`src/rtl/alu_pkg.sv`:
```
// Shared definitions for the pipelined ALU: datapath sizes, opcode encoding,
// flag bit positions and a small signed-overflow helper.
package alu_pkg;

    // Default datapath geometry
    localparam int ALU_WIDTH = 8;
    localparam int ALU_OPW   = 3;
    localparam int NUM_FLAGS = 4;

    // Opcode encoding as seen on the instruction bus
    typedef enum logic [ALU_OPW-1:0] {
        OP_ADD   = 3'b000,
        OP_SUB   = 3'b001,
        OP_AND   = 3'b010,
        OP_OR    = 3'b011,
        OP_XOR   = 3'b100,
        OP_NOTA  = 3'b101,
        OP_SHL   = 3'b110,
        OP_PASSB = 3'b111
    } alu_op_e;

    // Bit positions inside the {N, Z, C, V} flag vector
    localparam int FLAG_N = 3;
    localparam int FLAG_Z = 2;
    localparam int FLAG_C = 1;
    localparam int FLAG_V = 0;

    // Two's-complement overflow from the operand and result sign bits.
    // Subtraction is treated as A + ~B + 1, so B's sign is inverted first.
    function automatic logic signedOverflow(input logic aMsb,
                                            input logic bMsb,
                                            input logic fMsb,
                                            input logic isSub);
        logic bEff;
        bEff = isSub ? ~bMsb : bMsb;
        return (aMsb == bEff) && (fMsb != aMsb);
    endfunction

endpackage

```
`src/rtl/alu_pipe_if.sv`:
```
// Operand/result handshake bundle between the instruction source, the ALU
// pipeline and the register-file writeback.
interface alu_pipe_if
    import alu_pkg::*;
#(
    parameter int WIDTH = ALU_WIDTH,
    parameter int OPW   = ALU_OPW
);

    logic                 in_valid;
    logic                 in_ready;
    logic [WIDTH-1:0]     in_a;
    logic [WIDTH-1:0]     in_b;
    logic [OPW-1:0]       in_op;

    logic                 out_valid;
    logic                 out_ready;
    logic [WIDTH-1:0]     out_f;
    logic [NUM_FLAGS-1:0] out_flags;

    // Producer of operations and consumer of results
    modport master (
        output in_valid, in_a, in_b, in_op, out_ready,
        input  in_ready, out_valid, out_f, out_flags
    );

    // The ALU pipeline itself
    modport slave (
        input  in_valid, in_a, in_b, in_op, out_ready,
        output in_ready, out_valid, out_f, out_flags
    );

endinterface

```
`src/rtl/alu_core.sv`:
```
// Purely combinational ALU: one result and the {N, Z, C, V} flags for the
// selected opcode. All arithmetic wraps modulo 2^WIDTH.
module alu_core
    import alu_pkg::*;
#(
    parameter int WIDTH = ALU_WIDTH
) (
    input  logic [WIDTH-1:0]     i_a,
    input  logic [WIDTH-1:0]     i_b,
    input  logic [ALU_OPW-1:0]   i_op,
    output logic [WIDTH-1:0]     o_f,
    output logic [NUM_FLAGS-1:0] o_flags
);

    // One extra bit on the adder/subtractor exposes carry-out and borrow
    logic [WIDTH:0]     w_sum;
    logic [WIDTH:0]     w_diff;

    // Bitwise logic units shared with the rest of the datapath
    logic [WIDTH-1:0]   w_and;
    logic [WIDTH-1:0]   w_or;
    logic [WIDTH-1:0]   w_xor;
    logic [WIDTH-1:0]   w_notA;
    logic [WIDTH-1:0]   w_shl;

    logic [WIDTH-1:0]   w_f;
    logic               w_c;
    logic               w_v;

    assign w_sum  = {1'b0, i_a} + {1'b0, i_b};
    assign w_diff = {1'b0, i_a} - {1'b0, i_b};

    assign w_and  = i_a & i_b;
    assign w_or   = i_a | i_b;
    assign w_xor  = i_a ^ i_b;
    assign w_notA = ~i_a;
    assign w_shl  = {i_a[WIDTH-2:0], 1'b0};

    // Result mux; carry/overflow only mean something for add, sub and shift
    always_comb begin
        w_f = '0;
        w_c = 1'b0;
        w_v = 1'b0;
        case (i_op)
            OP_ADD: begin
                w_f = w_sum[WIDTH-1:0];
                w_c = w_sum[WIDTH];
                w_v = signedOverflow(i_a[WIDTH-1], i_b[WIDTH-1], w_sum[WIDTH-1], 1'b0);
            end
            OP_SUB: begin
                w_f = w_diff[WIDTH-1:0];
                w_c = w_diff[WIDTH];
                w_v = signedOverflow(i_a[WIDTH-1], i_b[WIDTH-1], w_diff[WIDTH-1], 1'b1);
            end
            OP_AND:   w_f = w_and;
            OP_OR:    w_f = w_or;
            OP_XOR:   w_f = w_xor;
            OP_NOTA:  w_f = w_notA;
            OP_SHL: begin
                w_f = w_shl;
                w_c = i_a[WIDTH-1];
            end
            OP_PASSB: w_f = i_b;
            default:  w_f = '0;
        endcase
    end

    // Pack the flag vector from the selected result
    always_comb begin
        o_flags         = '0;
        o_flags[FLAG_N] = w_f[WIDTH-1];
        o_flags[FLAG_Z] = (w_f == '0);
        o_flags[FLAG_C] = w_c;
        o_flags[FLAG_V] = w_v;
    end

    assign o_f = w_f;

endmodule

```
`src/rtl/alu_pipe.sv`:
```
// Two-stage ALU front end. Stage 1 captures an operation from the source;
// stage 2 holds the computed result and flags until the writeback takes it.
// Up to two operations can be buffered while the consumer stalls.
module alu_pipe
    import alu_pkg::*;
#(
    parameter int WIDTH = ALU_WIDTH,
    parameter int OPW   = ALU_OPW
) (
    input  logic       clk,
    input  logic       rst,
    alu_pipe_if.slave  bus
);

    // Stage 1: captured operation
    logic                 r_s1Valid;
    logic [WIDTH-1:0]     r_a;
    logic [WIDTH-1:0]     r_b;
    logic [OPW-1:0]       r_op;

    // Stage 2: result register presented to the consumer
    logic                 r_s2Valid;
    logic [WIDTH-1:0]     r_f;
    logic [NUM_FLAGS-1:0] r_flags;

    // Handshake and ALU wiring
    logic                 w_s1Adv;
    logic                 w_inReady;
    logic                 w_accept;
    logic [WIDTH-1:0]     w_coreF;
    logic [NUM_FLAGS-1:0] w_coreFlags;

    // Stage 1 moves forward when stage 2 is empty or is being drained now,
    // which lets a full pipe still take a new op every cycle.
    assign w_s1Adv   = r_s1Valid && (!r_s2Valid || bus.out_ready);
    assign w_inReady = !rst && (!r_s1Valid || w_s1Adv);
    assign w_accept  = bus.in_valid && w_inReady;

    alu_core #(
        .WIDTH (WIDTH)
    ) u_core (
        .i_a     (r_a),
        .i_b     (r_b),
        .i_op    (r_op),
        .o_f     (w_coreF),
        .o_flags (w_coreFlags)
    );

    // Stage 1 register: load on accept, empty out when the op moves on
    always_ff @(posedge clk) begin
        if (rst) begin
            r_s1Valid <= 1'b0;
            r_a       <= '0;
            r_b       <= '0;
            r_op      <= '0;
        end else if (w_accept) begin
            r_s1Valid <= 1'b1;
            r_a       <= bus.in_a;
            r_b       <= bus.in_b;
            r_op      <= bus.in_op;
        end else if (w_s1Adv) begin
            r_s1Valid <= 1'b0;
        end
    end

    // Stage 2 register: load the ALU result on advance, clear when consumed
    always_ff @(posedge clk) begin
        if (rst) begin
            r_s2Valid <= 1'b0;
            r_f       <= '0;
            r_flags   <= '0;
        end else if (w_s1Adv) begin
            r_s2Valid <= 1'b1;
            r_f       <= w_coreF;
            r_flags   <= w_coreFlags;
        end else if (bus.out_ready && r_s2Valid) begin
            r_s2Valid <= 1'b0;
        end
    end

    assign bus.in_ready  = w_inReady;
    assign bus.out_valid = r_s2Valid;
    assign bus.out_f     = r_f;
    assign bus.out_flags = r_flags;

endmodule

```
`src/flat_wrapper.sv`:
```
// flat-port wrapper written by rule: the top's interface ports become plain ports
module alu_pipe_flat import alu_pkg::*;
#(
    parameter int WIDTH = ALU_WIDTH,
    parameter int OPW   = ALU_OPW
)
  (clk, rst, bus_in_valid, bus_in_a, bus_in_b, bus_in_op, bus_out_ready, bus_in_ready, bus_out_valid, bus_out_f, bus_out_flags);
  alu_pipe_if #(.WIDTH(WIDTH), .OPW(OPW)) bus_i ();
  input  logic clk;
  input  logic rst;
  input wire logic [$bits(bus_i.in_valid)-1:0] bus_in_valid;
  input wire logic [$bits(bus_i.in_a)-1:0] bus_in_a;
  input wire logic [$bits(bus_i.in_b)-1:0] bus_in_b;
  input wire logic [$bits(bus_i.in_op)-1:0] bus_in_op;
  input wire logic [$bits(bus_i.out_ready)-1:0] bus_out_ready;
  output wire logic [$bits(bus_i.in_ready)-1:0] bus_in_ready;
  output wire logic [$bits(bus_i.out_valid)-1:0] bus_out_valid;
  output wire logic [$bits(bus_i.out_f)-1:0] bus_out_f;
  output wire logic [$bits(bus_i.out_flags)-1:0] bus_out_flags;
  assign bus_i.in_valid = bus_in_valid;
  assign bus_i.in_a = bus_in_a;
  assign bus_i.in_b = bus_in_b;
  assign bus_i.in_op = bus_in_op;
  assign bus_i.out_ready = bus_out_ready;
  assign bus_in_ready = bus_i.in_ready;
  assign bus_out_valid = bus_i.out_valid;
  assign bus_out_f = bus_i.out_f;
  assign bus_out_flags = bus_i.out_flags;
  alu_pipe #(.WIDTH(WIDTH), .OPW(OPW)) u_core (.clk(clk), .rst(rst), .bus(bus_i));
endmodule
```
`config.mk`:
```
export PLATFORM = sky130hd
export DESIGN_NAME = alu_pipe_flat
export DESIGN_NICKNAME = d
export VERILOG_FILES = /design/src/rtl/alu_pkg.sv /design/src/rtl/alu_pipe_if.sv /design/src/rtl/alu_core.sv /design/src/rtl/alu_pipe.sv /design/src/flat_wrapper.sv
export SDC_FILE = /design/constraint.sdc
export NUM_CORES = 1
export LEC_CHECK = 0
export ABC_AREA = 0
export BUFFER_PORTS_ARGS = -buffer_cell sky130_fd_sc_hd__buf_2
export CAP_MARGIN = 20
export CELL_PAD_IN_SITES_DETAIL_PLACEMENT = 1
export CELL_PAD_IN_SITES_GLOBAL_PLACEMENT = 1
export CORE_MARGIN = 2
export CORE_UTILIZATION = 40
export DETAILED_ROUTE_END_ITERATION = 7
export MAX_ROUTING_LAYER = met4
export PLACE_DENSITY = 0.86
export RECOVER_POWER = 25
export SLEW_MARGIN = 20
export SYNTH_ARGS = -nofsm -noshare
export SYNTH_HDL_FRONTEND = slang
export SYNTH_HIERARCHICAL = 1
export SYNTH_SLANG_ARGS = --single-unit
```
`constraint.sdc`:
```
create_clock -name clk -period 2.6 [get_ports clk]
set_clock_uncertainty 0.1 [all_clocks]
set_input_delay 0.26 -clock clk [delete_from_list [all_inputs] [get_ports clk]]
set_output_delay 0.26 -clock clk [all_outputs]
set_load 0.02 [all_outputs]
```
==> results of run 1 <==
sequential cells by signal (all words and copies together) (netlist names):
register,count
u_core/r_b,8
u_core/r_s1Valid,1
u_core/bus.out_f,8
u_core/bus.out_valid,1
u_core/r_op,3
u_core/r_a,8
u_core/bus.out_flags,4
cell families (layout without fill, tap and decap cells):
kind of cell | Yosys count | count (layout) | share of synthesized area
buf+inv | 51 | 102 | 0.0881
simple gates | 98 | 98 | 0.191
mux | 31 | 31 | 0.148
xor+xnor | 8 | 8 | 0.0251
flops | 33 | 33 | 0.236
compound gates | 85 | 85 | 0.190
fa+ha+maj | 26 | 26 | 0.122
worst max-delay path by stage:
stage                               startpoint                              endpoint  slack (ps)  cells after the start
floorplan           u_core/r_a[1]$_SDFFE_PP0P_  u_core/bus.out_flags[3]$_SDFFE_PP0P_          50                     11
global placement    u_core/r_a[0]$_SDFFE_PP0P_  u_core/bus.out_flags[2]$_SDFFE_PP0P_          20                     13
detailed placement  u_core/r_a[0]$_SDFFE_PP0P_  u_core/bus.out_flags[2]$_SDFFE_PP0P_         -80                     13
CTS                 u_core/r_b[0]$_SDFFE_PP0P_  u_core/bus.out_flags[2]$_SDFFE_PP0P_           7                     12
global route        u_core/r_a[0]$_SDFFE_PP0P_  u_core/bus.out_flags[2]$_SDFFE_PP0P_        -160                     13
finish              u_core/r_a[1]$_SDFFE_PP0P_  u_core/bus.out_flags[2]$_SDFFE_PP0P_           5                     12
cell usage in the layout (no fill, tap or decap), types with 3 or more instances in the layout:
master                     netlist  routed
sky130_fd_sc_hd__xor2_1          4       4
sky130_fd_sc_hd__buf_4           3      33
sky130_fd_sc_hd__nor2_1         17      16
sky130_fd_sc_hd__o21ai_1         0       3
sky130_fd_sc_hd__inv_1          24      21
sky130_fd_sc_hd__xnor2_1         4       4
sky130_fd_sc_hd__nand2_1        14      14
sky130_fd_sc_hd__inv_2           1       3
sky130_fd_sc_hd__or2_2           3       3
sky130_fd_sc_hd__nor2b_1        22      21
sky130_fd_sc_hd__a21oi_1        29      27
sky130_fd_sc_hd__nand3_1        17      17
sky130_fd_sc_hd__mux2_4         10      10
sky130_fd_sc_hd__mux2_2         10      10
sky130_fd_sc_hd__clkbuf_1        8       9
sky130_fd_sc_hd__nor3_1          5       5
sky130_fd_sc_hd__clkbuf_8        0       7
sky130_fd_sc_hd__a211oi_1        5       3
sky130_fd_sc_hd__o21ai_0        25      20
sky130_fd_sc_hd__nand2b_1        5       4
sky130_fd_sc_hd__ha_4            0       3
sky130_fd_sc_hd__nand3b_1        3       3
sky130_fd_sc_hd__buf_2          10      27
sky130_fd_sc_hd__dfxtp_1        33      29
sky130_fd_sc_hd__mux2i_1         8       8
sky130_fd_sc_hd__ha_1           24      19
cell usage after synthesis (2+ instances only):
cell type                  instances
sky130_fd_sc_hd__o21ba_2           2
sky130_fd_sc_hd__buf_1             2
sky130_fd_sc_hd__a211oi_1          5
sky130_fd_sc_hd__inv_1            24
sky130_fd_sc_hd__nand3_1          17
sky130_fd_sc_hd__o32ai_1           2
sky130_fd_sc_hd__xnor2_1           4
sky130_fd_sc_hd__nand2b_1          5
sky130_fd_sc_hd__a21o_1            2
sky130_fd_sc_hd__fa_1              2
sky130_fd_sc_hd__nor3b_1           3
sky130_fd_sc_hd__a21oi_1          29
sky130_fd_sc_hd__clkbuf_1          8
sky130_fd_sc_hd__buf_6             2
sky130_fd_sc_hd__o21ai_0          25
sky130_fd_sc_hd__mux4_2            2
sky130_fd_sc_hd__nor3_1            5
sky130_fd_sc_hd__nand2_1          14
sky130_fd_sc_hd__nor2b_1          22
sky130_fd_sc_hd__o22ai_1           2
sky130_fd_sc_hd__nand3b_1          3
sky130_fd_sc_hd__a31oi_1           2
sky130_fd_sc_hd__nor4_1            2
sky130_fd_sc_hd__or2_2             3
sky130_fd_sc_hd__mux2i_1           8
sky130_fd_sc_hd__ha_1             24
sky130_fd_sc_hd__dfxtp_1          33
sky130_fd_sc_hd__mux2_4           10
sky130_fd_sc_hd__buf_2            10
sky130_fd_sc_hd__mux2_2           10
sky130_fd_sc_hd__buf_4             3
sky130_fd_sc_hd__xor2_1            4
sky130_fd_sc_hd__nor2_1           17
power by group through the flow:
stage               clock network [uW]  registers (uW)  logic (uW)
CTS                                451             575         638
floorplan                            0             595         424
detailed placement                   0             586         609
finish                             443             577         719
global placement                     0             583         580
global route                       481             583         777
critical path, stage by stage, from the launching register on:
cell and delay (ps):
sky130_fd_sc_hd__dfxtp_1 350, sky130_fd_sc_hd__inv_1 80, sky130_fd_sc_hd__ha_1 380, sky130_fd_sc_hd__o21bai_1 190
sky130_fd_sc_hd__a21oi_1 120, sky130_fd_sc_hd__buf_4 170, sky130_fd_sc_hd__o31ai_1 250, sky130_fd_sc_hd__xor2_1 180
sky130_fd_sc_hd__a21oi_1 90, sky130_fd_sc_hd__a2bb2oi_1 180, sky130_fd_sc_hd__nor3b_2 200, sky130_fd_sc_hd__nand3_1 90
sky130_fd_sc_hd__a21oi_1 150
cell type report:
cell class	instances	area, um^2	area share
repair buffers	69	417	0.121
flip-flops and latches	33	671	0.195
clock buffers	7	96.3	0.0281
inverters	25	96.3	0.0281
multi-input cells	248	2030	0.590
well taps	96	120	0.0350
clock inverters	1	5.00	0.00146
routing by layer:
metal / share of wire / vias up / global-route usage / routed length (um)
met5: 0 / - / - / 0
met4: 0.021 / 0 / 0.0587 / 178
met3: 0.041 / 20 / 0.0283 / 351
met2: 0.51 / 66 / 0.375 / 4320
met1: 0.43 / 1309 / 0.272 / 3660
li1: - / 1258 / - / -
stage by stage:
stage | area [um^2] | setup WS, ps | cells
6_report | 3430 | 4.89 | 479
4_1_cts | 3290 | 6.57 | 474
3_3_place_gp | 3140 | 21.9 | 464
2_1_floorplan | 2800 | 48.8 | 332
5_1_grt | 3430 | -157 | 479
3_5_place_dp | 3140 | -84.9 | 464
timing repair:
item,4_1_cts,5_1_grt
pin swaps,2,15
gates resized for setup,12,29
setup buffers,2,5
setup endpoints to repair,3,7
gates cloned,0,0
endpoints found under the hold margin,0,0
==> flow_summary.toml, run 1 <==
[synth]
synth.ff_latch_count = 33
yosys.area.top_type_share = 0.236
synthDominantAreaCellType = "sky130_fd_sc_hd__dfxtp_1"
synthesis.yosys.warnings = 6
post_synth_instance_area_um2 = 2800
synthCells = 332
synth.area.top_cells = "sky130_fd_sc_hd__dfxtp_1, sky130_fd_sc_hd__ha_1, sky130_fd_sc_hd__mux2_4, sky130_fd_sc_hd__a21oi_1, sky130_fd_sc_hd__nor2b_1"
mappedNetlistNets = 381
synth-async-reset-ratio = 0
synth_sequential_area_ratio = 0.236
synth-main-ff-cell = "sky130_fd_sc_hd__dfxtp_1"
synth_cell_type_count = 59
mean_instance_size_in_the_synthesized_netlist_um2 = 8.42
synth_edf_count = 0

[sta]
slew_at_the_pin_closest_to_its_max_slew_limit_ps = 710
final_max_slew_viol_count = 0
rsz0062_at_grt = "true"
timing.final.setup_violations = 0
achievable-frequency_mhz = 385
post-route-period-util = 0.998
post-route-min-period_ps = 2600
fin_worst_hold_slack_ps = 95.7
slew_headroom = 0.526
hold_viol = 0
finalSetupTns_ps = 0

[floorplan]
die_w_um = 87.6
ports = 37
start_util = 0.412
die_h_um = 87.6
std_cell_rows = 30
core_area_um2 = 6790
fp.dieArea_um2 = 7680

[clock_network]
cts_hold_buf = 0
cts.sink_count = 33
clock_latency_ps = 290
cts-buffers-inserted = 5
clock_tree_from_tritoncts = "built"
clk_pin_slew_worst_paths_ps = 70
clockRootBuffer = "sky130_fd_sc_hd__clkbuf_8"
clock_tree.buffer_depth = 2
clock_tree.htree_level_count = 2

[drt]
drtAntennaViolNets = 0
dr_total_vias = 2653
drc_errors_left = 0
avgViaCountPerCell = 5.54
initialDrtViolationCount = 186
drt_pass1_iterations = 4
post_drt_wl_per_cell_um = 17.8
totalWireLength_mm = 8.52

[grt]
grt_antenna_before_repair = 0
globalRoute.totalOverflow = 0
largest_net_degree_at_the_start_of_global_routing = 20
global_route_wire_length_before_repair_mm = 13.0
groute.usage.overall = 0.219
first_global_vias = 2665

[hold_path]
worstHoldPathCells = 2
min-delay-path-class = "input port to register"
timing.hold.worst.start = "bus_in_b[0]"
worst_hold_end = "u_core/r_b[0]$_SDFFE_PP0P_"

[worst_setup_path]
critical_path_peak_fanout = 3
timing_worst_setup_path_type = "register to register"
crit_path_start_kind = "register"
r2r-start = "u_core/r_a[1]$_SDFFE_PP0P_"
register_to_register_path_setup_slack_ps = 5
regToRegEndpoint = "u_core/bus.out_flags[2]$_SDFFE_PP0P_"
cp_data_required_time_ps = 2720
reg2reg_depth = 12
worstPathArrival_ps = 2720
critical_path.endpoint_type = "register"

[placement]
place.detailed.hpwl_mm = 5.81
io_buffers = 36
place_congestion = 0.892

[power_and_ir_drop]
switching_share = 0.362
power.switching_uw = 629
p_leak_uw = 0.00145
ir_worst_vdd_uv = 265
p_seq_frac = 0.332
pwr-share-clk = 0.255
totalPowerFinal_uw = 1740
pwr_density_cell_nw_per_um2 = 507
internal_power_uw = 1110
power_frac_comb = 0.413

[final_layout]
nNetsFinal = 431
final_util = 0.505
area_delta_synth_final_pct = 22.7
filler_cell_count = 812
drive_gt1_frac = 0.339
antenna_cells_inserted = 0

[job]
max_cap_viols = 0

[run_status]
result_of_the_run = "finished, final reports clean"
No activity file was read; power rests on OpenSTA's default activity.
==> inputs of run 2 (changes only) <==
--- a/config.mk
+++ b/config.mk
@@ -5,13 +5,13 @@
 export SDC_FILE = /design/constraint.sdc
 export NUM_CORES = 1
 export LEC_CHECK = 0
-export ABC_AREA = 0
+export ABC_AREA = 1
 export BUFFER_PORTS_ARGS = -buffer_cell sky130_fd_sc_hd__buf_2
 export CAP_MARGIN = 20
 export CELL_PAD_IN_SITES_DETAIL_PLACEMENT = 1
 export CELL_PAD_IN_SITES_GLOBAL_PLACEMENT = 1
 export CORE_MARGIN = 2
-export CORE_UTILIZATION = 40
+export CORE_UTILIZATION = 37
 export DETAILED_ROUTE_END_ITERATION = 7
 export MAX_ROUTING_LAYER = met4
 export PLACE_DENSITY = 0.86
==> run 2 against run 1 <==
Effect of this change: core utilization fell by 7.5 points; first-iteration DRC count fell by 20%; worst setup slack improved by 240 ps; routed wire length rose by 5.5%; synthesized area rose by 7.8%; die area rose by 16%; synthesized cell count rose by 51%; sequential cell count did not move; clock power rose by 17%; register-to-register slack improved by 240 ps; count of clock-buffer cells in the layout did not move; critical path depth rose by 4; largest power group is now sequential cells.
==> flow_summary.toml, run 2 <==
[sta]
slew_at_the_pin_closest_to_its_max_slew_limit_ps = 559
achievable-frequency_mhz = 425
hold_viol = 0
post-route-period-util = 0.905
final_max_slew_viol_count = 0
rsz0062_at_grt = "false"
finalSetupTns_ps = 0
post-route-min-period_ps = 2350
slew_headroom = 0.627
timing.final.setup_violations = 0

[drt]
drt_pass1_iterations = 4
initialDrtViolationCount = 149
drc_errors_left = 0
avgViaCountPerCell = 5.06
totalWireLength_mm = 8.98
dr_total_vias = 3180
drtAntennaViolNets = 0
post_drt_wl_per_cell_um = 14.3

[floorplan]
start_util = 0.386
fp.dieArea_um2 = 8880
die_h_um = 94.3
core_area_um2 = 7810
std_cell_rows = 32
die_w_um = 94.3
ports = 37

[synth]
synth.ff_latch_count = 33
synth_simple_gate_area_frac = 0.433
synth_edf_count = 0
synth_compound_area_frac = 0.0643
yosys-mux-area-fraction = 0
synth-async-reset-ratio = 0
synth-main-ff-cell = "sky130_fd_sc_hd__dfxtp_1"
mappedNetlistNets = 549
mean_instance_size_in_the_synthesized_netlist_um2 = 6.03
synthesis.yosys.warnings = 6
synthCells = 500
synth_sequential_area_ratio = 0.219
synthDominantAreaCellType = "sky130_fd_sc_hd__dfxtp_1"
yosys.cell_count.top_type = "sky130_fd_sc_hd__nand2_1"
synth.area.top_cells = "sky130_fd_sc_hd__dfxtp_1, sky130_fd_sc_hd__nand2_1, sky130_fd_sc_hd__inv_1, sky130_fd_sc_hd__ha_1, sky130_fd_sc_hd__nor2_1"
post_synth_instance_area_um2 = 3010
yosys.area.top_type_share = 0.219
synth-adder-area-share = 0.113
synthXorXnorAreaFrac = 0.00581
synth_cell_type_count = 37
synth.top_cells.by_count = "sky130_fd_sc_hd__nand2_1, sky130_fd_sc_hd__inv_1, sky130_fd_sc_hd__nor2_1"
largest_family_of_logic_cells_by_synthesized_area = "simple AND/OR/NAND/NOR gates"

[hold_path]
min-delay-path-class = "input port to register"
worstHoldPathCells = 3
worst_hold_end = "u_core/r_op[2]$_SDFFE_PP0P_"
timing.hold.worst.start = "bus_in_op[2]"

[clock_network]
cts.sink_count = 33
clock_tree.buffer_depth = 2
clock_tree_from_tritoncts = "built"
cts-buffers-inserted = 5
clock_latency_ps = 290
clock_tree.htree_level_count = 2
clk_pin_slew_worst_paths_ps = 80
clockRootBuffer = "sky130_fd_sc_hd__clkbuf_8"

[final_layout]
filler_cell_count = 1103
multiInputGateArea_um2 = 1880
final_common_cell = "sky130_fd_sc_hd__nand2_1"
area_delta_synth_final_pct = 11.5
regArea_um2 = 669
final_cell_mix = "sky130_fd_sc_hd__nand2_1, sky130_fd_sc_hd__inv_1, sky130_fd_sc_hd__nor2_1"
finish.instance_area_um2 = 3360
antenna_cells_inserted = 0
final_util = 0.430
drive_gt1_frac = 0.140
post_layout_nonfiller_instances = 629
nNetsFinal = 575

[grt]
groute.usage.overall = 0.221
first_global_vias = 3211
grt_antenna_before_repair = 0
global_route.usage.met1 = 0.271
use_met3 = 0.0281
globalRouteMet2Util = 0.381
globalRoute.totalOverflow = 0
largest_net_degree_at_the_start_of_global_routing = 34
global_route_wire_length_before_repair_mm = 15.2
busiest_layer = "met2"

[worst_setup_path]
critical_path.endpoint_type = "register"
cp_slowest_stage_delay_ps = 430
critical-path-slowest-cell = "sky130_fd_sc_hd__dfxtp_1"
cp_data_required_time_ps = 2730
timing.critical_path.buf_inv = 3
crit_path_start_kind = "register"
worstPathArrival_ps = 2490
r2r-start = "u_core/r_a[4]$_SDFFE_PP0P_"
regToRegEndpoint = "u_core/bus.out_flags[2]$_SDFFE_PP0P_"
timing_worst_setup_path_type = "register to register"
critical-path-top-cell-by-count = "sky130_fd_sc_hd__nand2_1"
reg2reg_depth = 16
register_to_register_path_setup_slack_ps = 250
worstPathCellList = "inv_1 > ha_1 > inv_2 > o21bai_1 > a21boi_0 > nand2_1 > nand2_1 > nand2_1 > nor2_1 > nor2_1 > nand2_1 > nor2_1 > inv_1 > nand3_1 > nand2_1 > nor2_1"
critical_path_peak_fanout = 5
cp_top_family = "simple AND/OR/NAND/NOR gates"

[run_status]
result_of_the_run = "finished, final reports clean"

[placement]
place.detailed.hpwl_mm = 7.09
io_buffers = 36
place_congestion = 0.863
placed_area_um2 = 3210
instance_count_after_placement_with_tap_cells_included = 619

[power_and_ir_drop]
p_leak_uw = 0.00174
pwr_density_cell_nw_per_um2 = 501
ir_worst_vdd_uv = 215

[job]
max_cap_viols = 0
==> run 2: changes by cell type after synthesis, sizes merged, moves of 20 or more <==
| cell | change |
|---|---|
| nor2b | -22 |
| mux2 | -20 |
| nand2 | +119 |
| nand4 | +28 |
| nand3 | +32 |
| nor2 | +57 |
| inv | +64 |
==> run 2: worst reg2reg max path: stages (launching register included) <==
cell and delay (ps):
sky130_fd_sc_hd__dfxtp_1 430, sky130_fd_sc_hd__inv_1 90, sky130_fd_sc_hd__ha_1 330, sky130_fd_sc_hd__inv_2 70, sky130_fd_sc_hd__o21bai_1 270, sky130_fd_sc_hd__a21boi_0 140
sky130_fd_sc_hd__nand2_1 140, sky130_fd_sc_hd__nand2_1 70, sky130_fd_sc_hd__nand2_1 60, sky130_fd_sc_hd__nor2_1 40, sky130_fd_sc_hd__nor2_1 120, sky130_fd_sc_hd__nand2_1 60
sky130_fd_sc_hd__nor2_1 80, sky130_fd_sc_hd__inv_1 40, sky130_fd_sc_hd__nand3_1 70, sky130_fd_sc_hd__nand2_1 60, sky130_fd_sc_hd__nor2_1 110
==> run 2: layout make-up <==
class | count | share of cell area
Clock buffer | 7 | 0.0257
Clock inverter | 1 | 0.00894
Inverter | 89 | 0.100
Multi-Input combinational cell | 353 | 0.560
Sequential cell | 33 | 0.199
Tap cell | 102 | 0.0380
Timing Repair Buffer | 44 | 0.0678
==> run 2: cell families after synthesis <==
| family | count (synthesis) |
|---|---|
| AOI/OAI and AO/OA | 33 |
| xor gates and xnor gates | 2 |
| adders and majority gates | 26 |
| buffers and inverters | 114 |
| DFF | 33 |
| and+or+nand+nor | 292 |
==> run 2: through the flow <==
step,setup WS [ps],total power (uW),hold slack (ps)
floorplan,476,1010,314
global placement,275,1130,349
detailed placement,152,1150,354
CTS,133,1680,100
global route,2.11,1800,119
finish,248,1680,104
==> run 2: routing by layer <==
metal	vias up	share of wire
met5	-	0
met4	0	0.016
met3	17	0.034
met2	58	0.49
met1	1495	0.46
li1	1610	-
==> run 2: report_power, final <==
part	internal, uW	switching (uW)	leakage [uW]
Clock	313	206	0.0000585
Combinational	197	372	0.00141
Sequential	544	50.7	0.000274
Total	1050	628	0.00174
==> run 2: how the worst max path moves through the flow <==
stage	start	to	depth (start not counted)	slack, ps
finish	u_core/r_a[4]$_SDFFE_PP0P_	u_core/bus.out_flags[2]$_SDFFE_PP0P_	16	250
global route	u_core/r_a[5]$_SDFFE_PP0P_	u_core/bus.out_flags[2]$_SDFFE_PP0P_	13	2
CTS	u_core/r_a[0]$_SDFFE_PP0P_	u_core/bus.out_flags[2]$_SDFFE_PP0P_	19	130
detailed placement	u_core/r_a[0]$_SDFFE_PP0P_	u_core/bus.out_flags[2]$_SDFFE_PP0P_	19	150
global placement	u_core/r_a[3]$_SDFFE_PP0P_	u_core/bus.out_flags[2]$_SDFFE_PP0P_	13	270
floorplan	u_core/r_a[0]$_SDFFE_PP0P_	u_core/bus.out_flags[2]$_SDFFE_PP0P_	17	480
==> run 2: what timing repair did <==
item / in CTS / in global routing
hold buffers: 0 / 0
buffers inserted: 0 / 2
endpoints found under the setup margin: 0 / 3
resized for setup: 0 / 13
==> inputs of run 3 (changes only) <==
--- a/config.mk
+++ b/config.mk
@@ -11,10 +11,10 @@
 export CELL_PAD_IN_SITES_DETAIL_PLACEMENT = 1
 export CELL_PAD_IN_SITES_GLOBAL_PLACEMENT = 1
 export CORE_MARGIN = 2
-export CORE_UTILIZATION = 37
+export CORE_UTILIZATION = 40
 export DETAILED_ROUTE_END_ITERATION = 7
 export MAX_ROUTING_LAYER = met4
-export PLACE_DENSITY = 0.86
+export PLACE_DENSITY = 0.78
 export RECOVER_POWER = 25
 export SLEW_MARGIN = 20
 export SYNTH_ARGS = -nofsm -noshare
==> constraint.sdc (replaced) <==
create_clock -name clk -period 2.9 [get_ports clk]
set_clock_uncertainty 0.1 [all_clocks]
set_input_delay 0.29 -clock clk [delete_from_list [all_inputs] [get_ports clk]]
set_output_delay 0.29 -clock clk [all_outputs]
set_load 0.02 [all_outputs]
==> run 3 against run 2 <==
Effect of this change: register-to-register slack is essentially flat; count of clock-buffer cells in the layout shrank 2; combinational power shrank 13%; routed wire length shrank 0.61%; maximum frequency shrank 11%; first-iteration DRC count shrank 13%; largest power group unchanged.
==> flow_summary.toml, run 3 (synthesis gave the netlist of run 2 again) <==
[clock_network]
clock_tree.htree_level_count = 2
cts.sink_count = 33
cts-buffers-inserted = 5
cells_resized_by_post_cts_repair = 0
clock_latency_ps = 290
cts_setup_buffers = 0
clock_tree_from_tritoncts = "built"
cts_hold_buf = 0
clockRootBuffer = "sky130_fd_sc_hd__clkbuf_8"
clock_tree.buffer_depth = 2
clk_pin_slew_worst_paths_ps = 80

[hold_path]
min-delay-path-class = "input port to register"

[floorplan]
die_w_um = 90.8
ports = 37
die_h_um = 90.8
start_util = 0.413
std_cell_rows = 31
fp.dieArea_um2 = 8250
core_area_um2 = 7290

[sta]
achievable-frequency_mhz = 379
rsz0062_at_grt = "false"
hold_viol = 0
slew_at_the_pin_closest_to_its_max_slew_limit_ps = 600
timing.final.ws_setup_ps = 262
slew_headroom = 0.599
post-route-period-util = 0.910
fin_worst_hold_slack_ps = 138
final_max_slew_viol_count = 0
finalSetupTns_ps = 0
post-route-min-period_ps = 2640
timing.final.setup_violations = 0

[drt]
drt_pass1_iterations = 4
totalWireLength_mm = 8.93
drc_errors_left = 0
drtAntennaViolNets = 0
avgViaCountPerCell = 5.07
initialDrtViolationCount = 129
dr_total_vias = 3153
post_drt_wl_per_cell_um = 14.4

[worst_setup_path]
cp_data_required_time_ps = 3030
critical_path_peak_fanout = 9
crit_path_start_kind = "register"
worstPathArrival_ps = 2770
timing_worst_setup_path_type = "register to register"
critical_path.endpoint_type = "register"

[final_layout]
finish.instance_area_um2 = 3260
nNetsFinal = 571
filler_cell_count = 1076
antenna_cells_inserted = 0
drive_gt1_frac = 0.117
final_common_cell = "sky130_fd_sc_hd__nand2_1"
final_cell_mix = "sky130_fd_sc_hd__nand2_1, sky130_fd_sc_hd__inv_1, sky130_fd_sc_hd__nor2_1"
area_delta_synth_final_pct = 8.18
post_layout_nonfiller_instances = 622

[placement]
placed_area_um2 = 3190
place_congestion = 0.939
place_worst_setup_slack_ps = 330
place.detailed.hpwl_mm = 6.93
io_buffers = 36
instance_count_after_placement_with_tap_cells_included = 614

[grt]
first_global_vias = 3284
groute.usage.overall = 0.233
globalRoute.totalOverflow = 0
grt_antenna_before_repair = 0
largest_net_degree_at_the_start_of_global_routing = 23
global_route_wire_length_before_repair_mm = 15.5

[power_and_ir_drop]
power_frac_comb = 0.357
pwr-share-clk = 0.259
pwr_density_cell_nw_per_um2 = 425
ir_worst_vdd_uv = 187
p_seq_frac = 0.384
switching_share = 0.410
power.switching_uw = 568
internal_power_uw = 818
p_leak_uw = 0.00171

[run_status]
result_of_the_run = "finished, final reports clean"

[job]
max_cap_viols = 0
run 3: power by group through the flow:
stage	clock network [uW]	logic, uW	registers (uW)
floorplan	0	367	543
global placement	0	479	539
detailed placement	0	493	542
CTS	368	497	532
global route	394	564	539
finish	359	495	532
run 3: through the flow:
| step | total power (uW) | util |
|---|---|---|
| after floorplan | 910 | - |
| after global placement | 1020 | 0.437 |
| after detailed placement | 1030 | 0.437 |
| after CTS | 1400 | 0.449 |
| after global routing | 1500 | 0.447 |
| final | 1390 | 0.447 |
run 3: final timing paths:
kind	startpoint	end	slack (ps)	cells past startpoint
max	u_core/r_a[2]$_SDFFE_PP0P_	u_core/bus.out_flags[2]$_SDFFE_PP0P_	260	16
min	bus_in_a[1]	u_core/r_a[1]$_SDFFE_PP0P_	140	3
max reg2reg	u_core/r_a[2]$_SDFFE_PP0P_	u_core/bus.out_flags[2]$_SDFFE_PP0P_	260	16
min reg2reg	u_core/bus.out_f[5]$_SDFFE_PP0P_	u_core/bus.out_f[5]$_SDFFE_PP0P_	370	2
run 3: final cells by class:
cell class	instances	area, um^2	share of cell area
clock inverter	3	17.5	0.00537
clock buffer	5	68.8	0.0211
sequential	33	661	0.203
timing repair buffer	40	198	0.0606
inverter	89	337	0.103
multi-input combinational	353	1860	0.569
tap	99	124	0.0380
run 3: routing by layer:
| metal | up-vias | global-route usage | share of wire |
|---|---|---|---|
| met5 | - | - | 0 |
| met4 | 0 | 0.0745 | 0.018 |
| met3 | 13 | 0.0292 | 0.030 |
| met2 | 49 | 0.389 | 0.47 |
| met1 | 1494 | 0.294 | 0.48 |
| li1 | 1597 | - | - |
run 3: worst max-delay path, cell delays in order, from the launching register on:
cell                      delay (ps)
sky130_fd_sc_hd__dfxtp_1         460
sky130_fd_sc_hd__inv_1           100
sky130_fd_sc_hd__ha_1            510
sky130_fd_sc_hd__inv_2           110
sky130_fd_sc_hd__a21oi_2         160
sky130_fd_sc_hd__nand2_1         120
sky130_fd_sc_hd__nand3_1         140
sky130_fd_sc_hd__nand2_1         110
sky130_fd_sc_hd__nand2_1          70
sky130_fd_sc_hd__nand3_1          60
sky130_fd_sc_hd__nor2_1          170
sky130_fd_sc_hd__nand2_1          70
sky130_fd_sc_hd__nor2_1          110
sky130_fd_sc_hd__inv_1            50
sky130_fd_sc_hd__nand3_1          70
sky130_fd_sc_hd__nand2_1          60
sky130_fd_sc_hd__nor2_1          100
